<file path="config.mk">
export PLATFORM = sky130hd
export DESIGN_NAME = gamepad_scan_seq_flat
export DESIGN_NICKNAME = d
export VERILOG_FILES = /design/src/rtl/gamepad_scan_seq_pkg.sv /design/src/rtl/gamepad_scan_seq_if.sv /design/src/rtl/gamepad_scan_seq_timer.sv /design/src/rtl/gamepad_scan_seq.sv /design/src/flat_wrapper.sv
export SDC_FILE = /design/constraint.sdc
export NUM_CORES = 1
export LEC_CHECK = 0
export CORE_MARGIN = 2
export CORE_UTILIZATION = 45
export CTS_BUF_LIST = sky130_fd_sc_hd__clkbuf_4 sky130_fd_sc_hd__clkbuf_8
export DETAILED_ROUTE_END_ITERATION = 7
export PLACE_DENSITY = 0.71
export REMOVE_ABC_BUFFERS = 1
export SKIP_LAST_GASP = 1
export SYNTH_ARGS = -nofsm -noshare
export SYNTH_HDL_FRONTEND = slang
export SYNTH_SLANG_ARGS = --single-unit
</file>
<file path="constraint.sdc">
create_clock -name clk -period 9.9 [get_ports clk]
set_input_delay 2.475 -clock clk [delete_from_list [all_inputs] [get_ports clk]]
set_output_delay 2.475 -clock clk [all_outputs]
set_load 0.02 [all_outputs]
</file>
<file path="src/rtl/gamepad_scan_seq_pkg.sv">
// Shared definitions for the gamepad scan sequencer: pad width, FSM states, mux width helper.
// Latency: none (types and constants only).
// Backpressure: none (types and constants only).
package gamepad_scan_seq_pkg;

  localparam int PAD_W = 16;

  typedef enum logic [2:0] {
    ST_IDLE   = 3'd0,
    ST_ISSUE  = 3'd1,
    ST_BUSY   = 3'd2,
    ST_WAIT   = 3'd3,
    ST_NEXT   = 3'd4,
    ST_COMMIT = 3'd5
  } scan_state_t;

  // Mux field width is max(1, clog2(data lines)) so a single-line reader still has a field.
  function automatic int mux_width(input int data_width);
    return ($clog2(data_width) < 1) ? 1 : $clog2(data_width);
  endfunction

endpackage

</file>
<file path="src/rtl/gamepad_scan_seq_if.sv">
// On-demand reader handshake: go pulse with sel/mux address, rdy/value return.
// Latency: combinational bundle, no storage.
// Backpressure: master may only pulse go while rdy is high; value is valid when rdy re-rises.
interface gamepad_scan_seq_if #(
  parameter int SEL_WIDTH = 1,
  parameter int MW        = 1
);
  import gamepad_scan_seq_pkg::*;

  logic                 od_go;
  logic [SEL_WIDTH-1:0] od_sel;
  logic [MW-1:0]        od_mux;
  logic                 od_rdy;
  logic [PAD_W-1:0]     od_value;

  modport master (output od_go, od_sel, od_mux, input od_rdy, od_value);
  modport slave  (input od_go, od_sel, od_mux, output od_rdy, od_value);

endinterface

</file>
<file path="src/rtl/gamepad_scan_seq_timer.sv">
// Free-running 0..PERIOD-1 counter producing a wrap flag on the last count.
// Latency: wrap is high during the cycle the counter holds PERIOD-1.
// Backpressure: none; the counter never stalls.
module gamepad_scan_seq_timer #(
  parameter int PERIOD = 200000
) (
  input  logic clk,
  input  logic rst,
  output logic o_wrap
);

  localparam int            CW   = (PERIOD < 2) ? 1 : $clog2(PERIOD);
  localparam logic [CW-1:0] LAST = CW'(PERIOD - 1);

  logic [CW-1:0] r_cnt;

  // Count up and fold back to zero after the last value of the period.
  always_ff @(posedge clk or posedge rst) begin
    if (rst) begin
      r_cnt <= '0;
    end else if (r_cnt == LAST) begin
      r_cnt <= '0;
    end else begin
      r_cnt <= r_cnt + 1'b1;
    end
  end

  assign o_wrap = (r_cnt == LAST);

endmodule

</file>
<file path="src/rtl/gamepad_scan_seq.sv">
// Walks every pad through the reader, stages the values, commits them atomically, tracks new presses.
// Latency: per pad reader time + 3 cycles; commit one cycle after the last pad is staged.
// Backpressure: holds in ISSUE until the reader is ready; extra scan requests collapse into one pending.
module gamepad_scan_seq
  import gamepad_scan_seq_pkg::*;
#(
  parameter  int SEL_WIDTH  = 1,
  parameter  int DATA_WIDTH = 2,
  parameter  int PERIOD     = 200000,
  localparam int MW         = mux_width(DATA_WIDTH),
  localparam int N_PADS     = DATA_WIDTH << SEL_WIDTH
) (
  input  logic                      clk,
  input  logic                      rst,
  gamepad_scan_seq_if.master        od,
  input  logic                      force_scan,
  input  logic [N_PADS*PAD_W-1:0]   press_clr,
  output logic [N_PADS*PAD_W-1:0]   pad_state,
  output logic [N_PADS*PAD_W-1:0]   pad_press,
  output logic                      scan_busy,
  output logic [7:0]                frame_cnt,
  output logic                      irq
);

  localparam int            IW       = SEL_WIDTH + MW;
  localparam logic [IW-1:0] LAST_IDX = IW'(N_PADS - 1);

  scan_state_t                       r_state;
  logic [IW-1:0]                     r_idx;
  logic                              r_pending;
  logic                              r_go;
  logic                              r_busy;
  logic [7:0]                        r_frame;
  logic                              r_irq;
  logic [N_PADS-1:0][PAD_W-1:0]      r_stage;
  logic [N_PADS*PAD_W-1:0]           r_pad_state;
  logic [N_PADS*PAD_W-1:0]           r_pad_press;

  logic                              w_wrap;
  logic                              w_req;
  logic [N_PADS*PAD_W-1:0]           w_stage_flat;

  gamepad_scan_seq_timer #(.PERIOD(PERIOD)) u_timer (
    .clk    (clk),
    .rst    (rst),
    .o_wrap (w_wrap)
  );

  assign w_req        = w_wrap | force_scan;
  assign w_stage_flat = r_stage;

  // Address comes straight from the index register, so it is stable from ISSUE through WAIT.
  assign od.od_go  = r_go;
  assign od.od_sel = r_idx[MW +: SEL_WIDTH];
  assign od.od_mux = r_idx[0 +: MW];

  assign pad_state = r_pad_state;
  assign pad_press = r_pad_press;
  assign scan_busy = r_busy;
  assign frame_cnt = r_frame;
  assign irq       = r_irq;

  // Scan sequencer: request latch, per-pad handshake, staging, atomic commit and press tracking.
  always_ff @(posedge clk or posedge rst) begin
    if (rst) begin
      r_state     <= ST_IDLE;
      r_idx       <= '0;
      r_pending   <= 1'b0;
      r_go        <= 1'b0;
      r_busy      <= 1'b0;
      r_frame     <= '0;
      r_irq       <= 1'b0;
      r_stage     <= '0;
      r_pad_state <= '0;
      r_pad_press <= '0;
    end else begin
      r_go  <= 1'b0;
      // irq follows the press register one cycle later.
      r_irq <= |r_pad_press;
      if (r_state != ST_COMMIT) begin
        r_pad_press <= r_pad_press & ~press_clr;
      end
      if (w_req) begin
        r_pending <= 1'b1;
      end
      case (r_state)
        ST_IDLE: begin
          if (r_pending) begin
            // A request landing in the start cycle is folded into this scan.
            r_pending <= 1'b0;
            r_idx     <= '0;
            r_busy    <= 1'b1;
            r_state   <= ST_ISSUE;
          end
        end
        ST_ISSUE: begin
          if (od.od_rdy) begin
            r_go    <= 1'b1;
            r_state <= ST_BUSY;
          end
        end
        ST_BUSY: begin
          // rdy is still high in the go cycle, so it is not looked at here.
          r_state <= ST_WAIT;
        end
        ST_WAIT: begin
          if (od.od_rdy) begin
            r_stage[r_idx] <= od.od_value;
            r_state        <= ST_NEXT;
          end
        end
        ST_NEXT: begin
          if (r_idx == LAST_IDX) begin
            r_state <= ST_COMMIT;
          end else begin
            r_idx   <= r_idx + 1'b1;
            r_state <= ST_ISSUE;
          end
        end
        ST_COMMIT: begin
          // A new press wins over a clear of the same bit in this cycle.
          r_pad_state <= w_stage_flat;
          r_pad_press <= (r_pad_press & ~press_clr) | (w_stage_flat & ~r_pad_state);
          r_frame     <= r_frame + 8'd1;
          r_busy      <= 1'b0;
          r_state     <= ST_IDLE;
        end
        default: begin
          r_state <= ST_IDLE;
        end
      endcase
    end
  end

endmodule
</file>
<file path="src/flat_wrapper.sv">
// flat-port wrapper written by rule: the top's interface ports become plain ports
module gamepad_scan_seq_flat import gamepad_scan_seq_pkg::*;
#(
  parameter  int SEL_WIDTH  = 1,
  parameter  int DATA_WIDTH = 2,
  parameter  int PERIOD     = 200000,
  localparam int MW         = mux_width(DATA_WIDTH),
  localparam int N_PADS     = DATA_WIDTH << SEL_WIDTH
)
  (clk, rst, force_scan, press_clr, pad_state, pad_press, scan_busy, frame_cnt, irq, od_od_go, od_od_sel, od_od_mux, od_od_rdy, od_od_value);
  gamepad_scan_seq_if #(.SEL_WIDTH(SEL_WIDTH)) od_i ();
  input  logic clk;
  input  logic rst;
  input  logic force_scan;
  input  logic [N_PADS*PAD_W-1:0] press_clr;
  output logic [N_PADS*PAD_W-1:0] pad_state;
  output logic [N_PADS*PAD_W-1:0] pad_press;
  output logic scan_busy;
  output logic [7:0] frame_cnt;
  output logic irq;
  output wire logic [$bits(od_i.od_go)-1:0] od_od_go;
  output wire logic [$bits(od_i.od_sel)-1:0] od_od_sel;
  output wire logic [$bits(od_i.od_mux)-1:0] od_od_mux;
  input wire logic [$bits(od_i.od_rdy)-1:0] od_od_rdy;
  input wire logic [$bits(od_i.od_value)-1:0] od_od_value;
  assign od_od_go = od_i.od_go;
  assign od_od_sel = od_i.od_sel;
  assign od_od_mux = od_i.od_mux;
  assign od_i.od_rdy = od_od_rdy;
  assign od_i.od_value = od_od_value;
  gamepad_scan_seq #(.SEL_WIDTH(SEL_WIDTH), .DATA_WIDTH(DATA_WIDTH), .PERIOD(PERIOD)) u_core (.clk(clk), .rst(rst), .od(od_i), .force_scan(force_scan), .press_clr(press_clr), .pad_state(pad_state), .pad_press(pad_press), .scan_busy(scan_busy), .frame_cnt(frame_cnt), .irq(irq));
endmodule
</file>
==> results of run 1 <==
[logic make-up after synthesis]
logic type	Yosys count	share of synthesized area, %
AOI/OAI and AO/OA	144	10.8
xor gates and xnor gates	21	2.03
adders and majority gates	6	0.827
buffers and inverters	163	7.24
DFF	227	62.6
muxes	65	8.05
and+or+nand+nor	155	8.44
[metal layers]
layer  vias up  GRT usage [%]
met2       219           33.8
met3        25           6.27
met1      3245           28.3
li1       3155              -
met5         -              0
met4         2           4.47
[power by group]
| part | total, mW | leakage, nW | switching (mW) | internal [mW] |
|---|---|---|---|---|
| Sequential | 1.31 | 3.06 | 0.165 | 1.14 |
| Clock | 0.904 | 0.434 | 0.361 | 0.543 |
| Combinational | 0.819 | 1.87 | 0.433 | 0.386 |
[through the flow]
stage / cells / worst slack (ps) / area (um2)
floorplan: 752 / 1210 / 8920
global placement: 1244 / 5010 / 11500
detailed placement: 1244 / 5010 / 11500
CTS: 1307 / 5580 / 12400
global route: 1307 / 5310 / 12400
finish: 1307 / 5640 / 12400
[cell type report]
class | instances | area (um2) | share of cell area (%)
clock buffers | 55 | 719 | 5.82
clock inverters | 8 | 120 | 0.972
inverters | 134 | 510 | 4.13
multi-input cells | 391 | 2740 | 22.1
flip-flops and latches | 227 | 5680 | 45.9
well taps | 265 | 332 | 2.68
repair buffers | 227 | 2260 | 18.3
[sequential cells by signal, indices dropped and copies added (netlist names)]
| name | flops |
|---|---|
| u_core.r_idx | 2 |
| u_core.r_state | 3 |
| u_core.scan_busy | 1 |
| u_core.pad_press | 64 |
| u_core.frame_cnt | 8 |
| u_core.od.od_go | 1 |
| u_core.r_stage | 64 |
| u_core.pad_state | 64 |
| u_core.u_timer.r_cnt | 18 |
| u_core.r_pending | 1 |
| u_core.irq | 1 |
[Yosys cell counts, drive strengths merged (12+ instances only)]
cell / n / share of area [%]
clkbuf: 22 / 1.0
inv: 134 / 5.5
nor4: 20 / 1.4
nand3: 12 / 0.66
nor2: 13 / 0.54
nand2: 81 / 3.5
o32ai: 64 / 6.2
dfrtp: 227 / 63
o21ai: 70 / 3.9
xnor2: 14 / 1.4
mux2: 64 / 7.9
nand4: 12 / 0.83
[worst paths after layout]
kind                                              to  slack (ps)  cells past startpoint
worst max-delay path            u_core.pad_state[36]        5640                      3
min in group asynchronous       u_core.pad_press[51]        2590                      2
worst min-delay path             u_core.frame_cnt[7]         470                      1
max in group clk                           od_od_mux        5790                      1
worst max register to register  u_core.pad_state[24]        7290                      4
worst min register to register   u_core.frame_cnt[7]         470                      1
==> results.toml, run 1 <==
[floorplan]
initial_utilization_pct = 46.2
core-area_um2 = 19700
row_count = 51
fp.dieW_um = 146
io_pins = 225
dieArea_um2 = 21300
dieHeight_um = 146

[grt]
first_global_vias = 6489
antenna_found_initial = 1
grt_start_max_net_pins = 143
grt-ovfl-total = 0
grt_pass1_wl_um = 35400
grtUsageTotal_pct = 21.0

[detailed_routing]
antenna_left = 0
route.met3.wl_um = 1810
highest_layer = "met5"
drt-total-wl_um = 22500
wl_met1_um = 9720
met2_length_um = 10700
vias = 6646
drtPass1Iterations = 4
via_per_inst = 5.08
drt_iter0_markers = 387
wire_per_inst_um = 17.2
drc = 0

[clocking]
htreeDepth = 2
post_cts_resized = 0
cts.reportedPaths.clkPinSlew_ps = 60
holdBufCountCts = 0
root_buffer = "clkbuf_8"
cts_tree = "built"
clk_latency_ps = 510
post_cts_buffers = 0
cts_sinks = 227
cts_buffers = 37
clock_path_buffers = 3

[timing]
clock_skew_ps = 9.39
rsz0062_at_grt = "no"
slew_violations = 0
finalSetupTns_ps = 0
finalCriticalPeriod_ps = 4260
worst_pin_slew_ps = 1060
fin_crit_sh_pct = 43.0
finalHoldViolCount = 0
max_slew_margin_pct = 29.5
fmax_mhz = 235
setup_viol = 0
hold_ws_ps = 472

[synth]
synthArstFlopShare_pct = 100
syn_area_um2 = 9070
ys_seq_elements = 227
yosysWarningCount = 0
syn-instance-count = 781
yosysSeqAreaShare_pct = 62.6
syn_avg_cell_area_um2 = 11.6
synth_flop_cell = "dfrtp_1"
synth_edf_count = 0
synthDistinctLibCells = 41

[worst_setup_path]
cp_slowest_stage_delay_ps = 950
crit_type = "input port to async pin"
worstSetupStartpoint = "rst"
cp_max_fo = 142
critPathRequiredTime_ps = 10370
reg2reg_from = "u_core.r_state[1]"
cp_top_family = "buffers and inverters"
arrival_ps = 4730
critPathBufInv = 3
path_cells = "clkdlybuf4s50_1 > inv_8 > buf_4"
slowest_stage = "buf_4"
crit_path_end_kind = "async pin"
crit_path_start_kind = "input port"

[cells_and_area]
fill_cells = 1598
final_nets = 1108
n_antenna_cell = 0
area_growth_pct = 36.3
drive_gt1_share_pct = 13.5
final_util_pct = 62.9
layout_commonest_cell = "dfrtp_1"
layout_common_cells = "dfrtp_1 (227), clkdlybuf4s50_1 (224), inv_1 (133), nand2_1 (76), o21ai_0 (70)"

[job]
max-cap-violations = 0

[hold_path]
min_from = "u_core.frame_cnt[7]"
hold_path_class = "register to register"

[power]
vdd_drop_max_v = 0.000145
power_mw = 3.03
p_leak_nw = 5.36
powerDensity_nw_per_um2 = 245

[placement]
place.gp.congestion = 0.819
dp_hpwl_um = 15600
port_buffers = 224

[run_status]
status = "finished, final reports clean"
(Power assumes the default switching activity.)
==> run 2: changes to the inputs <==
- PLACE_DENSITY: 0.71 -> 0.74
- clock period: 9.9 -> 3.7 ns (I/O delays scaled with it)
==> run 2 against run 1 <==
Sequential power grew to 2.7 times the previous value. Sequential share of layout area is 0.19 points higher. Non-clock buffer count is 2 higher. Critical path type is now register to primary output. Highest routed layer unchanged.
==> results.toml, run 2 (synthesized netlist as in run 1, its figures left out) <==
[run_status]
status = "finished, final reports clean"

[timing]
hold_ws_ps = 487
rsz0062_at_grt = "no"
max_slew_margin_pct = 47.0
setup_viol = 0
finalCriticalPeriod_ps = 2590
fmax_mhz = 386
worst_pin_slew_ps = 788
clock_skew_ps = 17.7
fin_crit_sh_pct = 70.0
finalHoldViolCount = 0
slew_violations = 0

[cells_and_area]
fill_cells = 1633
n_antenna_cell = 0
finalNonFillerCells = 1309
area_growth_pct = 35.7
layout_common_cells = "dfrtp_1 (227), clkdlybuf4s50_1 (224), inv_1 (133), nand2_1 (76), o21ai_0 (70)"
final_nets = 1111
drive_gt1_share_pct = 13.7
final_area_um2 = 12300
layout_commonest_cell = "dfrtp_1"

[worst_setup_path]
arrival_ps = 1670
path_cells = "clkdlybuf4s50_1"
crit_type = "register to primary output"
slowest_stage = "clkdlybuf4s50_1"
crit_path_start_kind = "register"
critPathBufInv = 1
crit_path_end_kind = "primary output"
cp_top_family = "buffers and inverters"
cp_max_fo = 7
cp_slowest_stage_delay_ps = 670
critPathRequiredTime_ps = 2770

[floorplan]
io_pins = 225
core-area_um2 = 19700
initial_utilization_pct = 46.2
row_count = 51
fp.dieW_um = 146
dieHeight_um = 146
dieArea_um2 = 21300

[clocking]
post_cts_resized = 0
cts.reportedPaths.clkPinSlew_ps = 50
root_buffer = "clkbuf_8"
cts_buffers = 38
cts_tree = "built"
clk_latency_ps = 520
htreeDepth = 2
clock_path_buffers = 3
post_cts_buffers = 0
holdBufCountCts = 0
cts_sinks = 227

[power]
cellInternalPower_mw = 5.31
p_leak_nw = 5.35
pwr-share-seq_pct = 44.6
vdd_drop_max_v = 0.000268
p_clk_share_pct = 27.5
p_switching_mw = 2.57
p_comb_share_pct = 27.9
powerDensity_nw_per_um2 = 640
netSwitchingFraction_pct = 32.6
power_mw = 7.88

[detailed_routing]
via_per_inst = 5.10
drtPass1Iterations = 4
drt-total-wl_um = 22800
drt_iter0_markers = 368
antenna_left = 0
drc = 0
vias = 6672
wire_per_inst_um = 17.4

[placement]
dp_hpwl_um = 16100
place.gp.congestion = 0.821
port_buffers = 224
placed_cell_area_um2 = 11600
dp_cells = 1246

[grt]
grt_use_met1_pct = 29.0
grt_use_met3_pct = 5.33
busiest_layer = "met2"
grt_use_met2_pct = 34.9
antenna_found_initial = 1
grt_start_max_net_pins = 170
grtUsageTotal_pct = 21.6
grt_pass1_wl_um = 36700
grt-ovfl-total = 0
first_global_vias = 6748

[job]
max-cap-violations = 0

[hold_path]
hold_path_class = "register to register"
[run 2: worst paths after layout]
path                                               from                       to  slack (ps)  cells past startpoint
worst max-delay path                    u_core.r_idx[0]                od_od_mux        1110                      1
worst min-delay path            u_core.u_timer.r_cnt[0]  u_core.u_timer.r_cnt[0]         490                      1
worst max register to register     u_core.pad_press[48]               u_core.irq        1680                      3
worst min register to register  u_core.u_timer.r_cnt[0]  u_core.u_timer.r_cnt[0]         490                      1
max in group asynchronous                           rst     u_core.pad_press[13]        1980                      3
min in group asynchronous                           rst      u_core.pad_state[6]         930                      2
[run 2: final cells by class]
cell class                      count  area (um2)  share of cell area [%]
Tap cell                          265         332                    2.69
Timing Repair Buffer              229        2320                    18.8
Multi-Input combinational cell    391        2740                    22.2
Clock inverter                      6        32.5                   0.264
Clock buffer                       57         703                    5.71
Sequential cell                   227        5680                    46.1
Inverter                          134         510                    4.15
[run 2: power by group through the flow]
stage / logic (mW) / registers [mW] / clock network [mW]
final: 2.20 / 3.52 / 2.16
after floorplan: 0.878 / 3.80 / 0
after global routing: 2.40 / 3.60 / 2.33
after CTS: 2.23 / 3.52 / 2.22
after detailed placement: 2.22 / 3.55 / 0
after global placement: 2.17 / 3.54 / 0
[run 2: per-stage QoR]
step                setup TNS, ps  util [%]  worst slack [ps]
finish                          0      62.6              1110
floorplan                 -904420         -             -3440
global placement                0      58.9               939
CTS                             0      62.6              1080
global route                    0      62.6              1050
detailed placement              0      58.9               910
[run 2: layer usage]
| layer | part of all wire (%) | vias to the layer above |
|---|---|---|
| li1 | - | 3152 |
| met1 | 43 | 3264 |
| met2 | 48 | 215 |
| met3 | 7.0 | 39 |
| met4 | 2.3 | 2 |
| met5 | 0.057 | - |
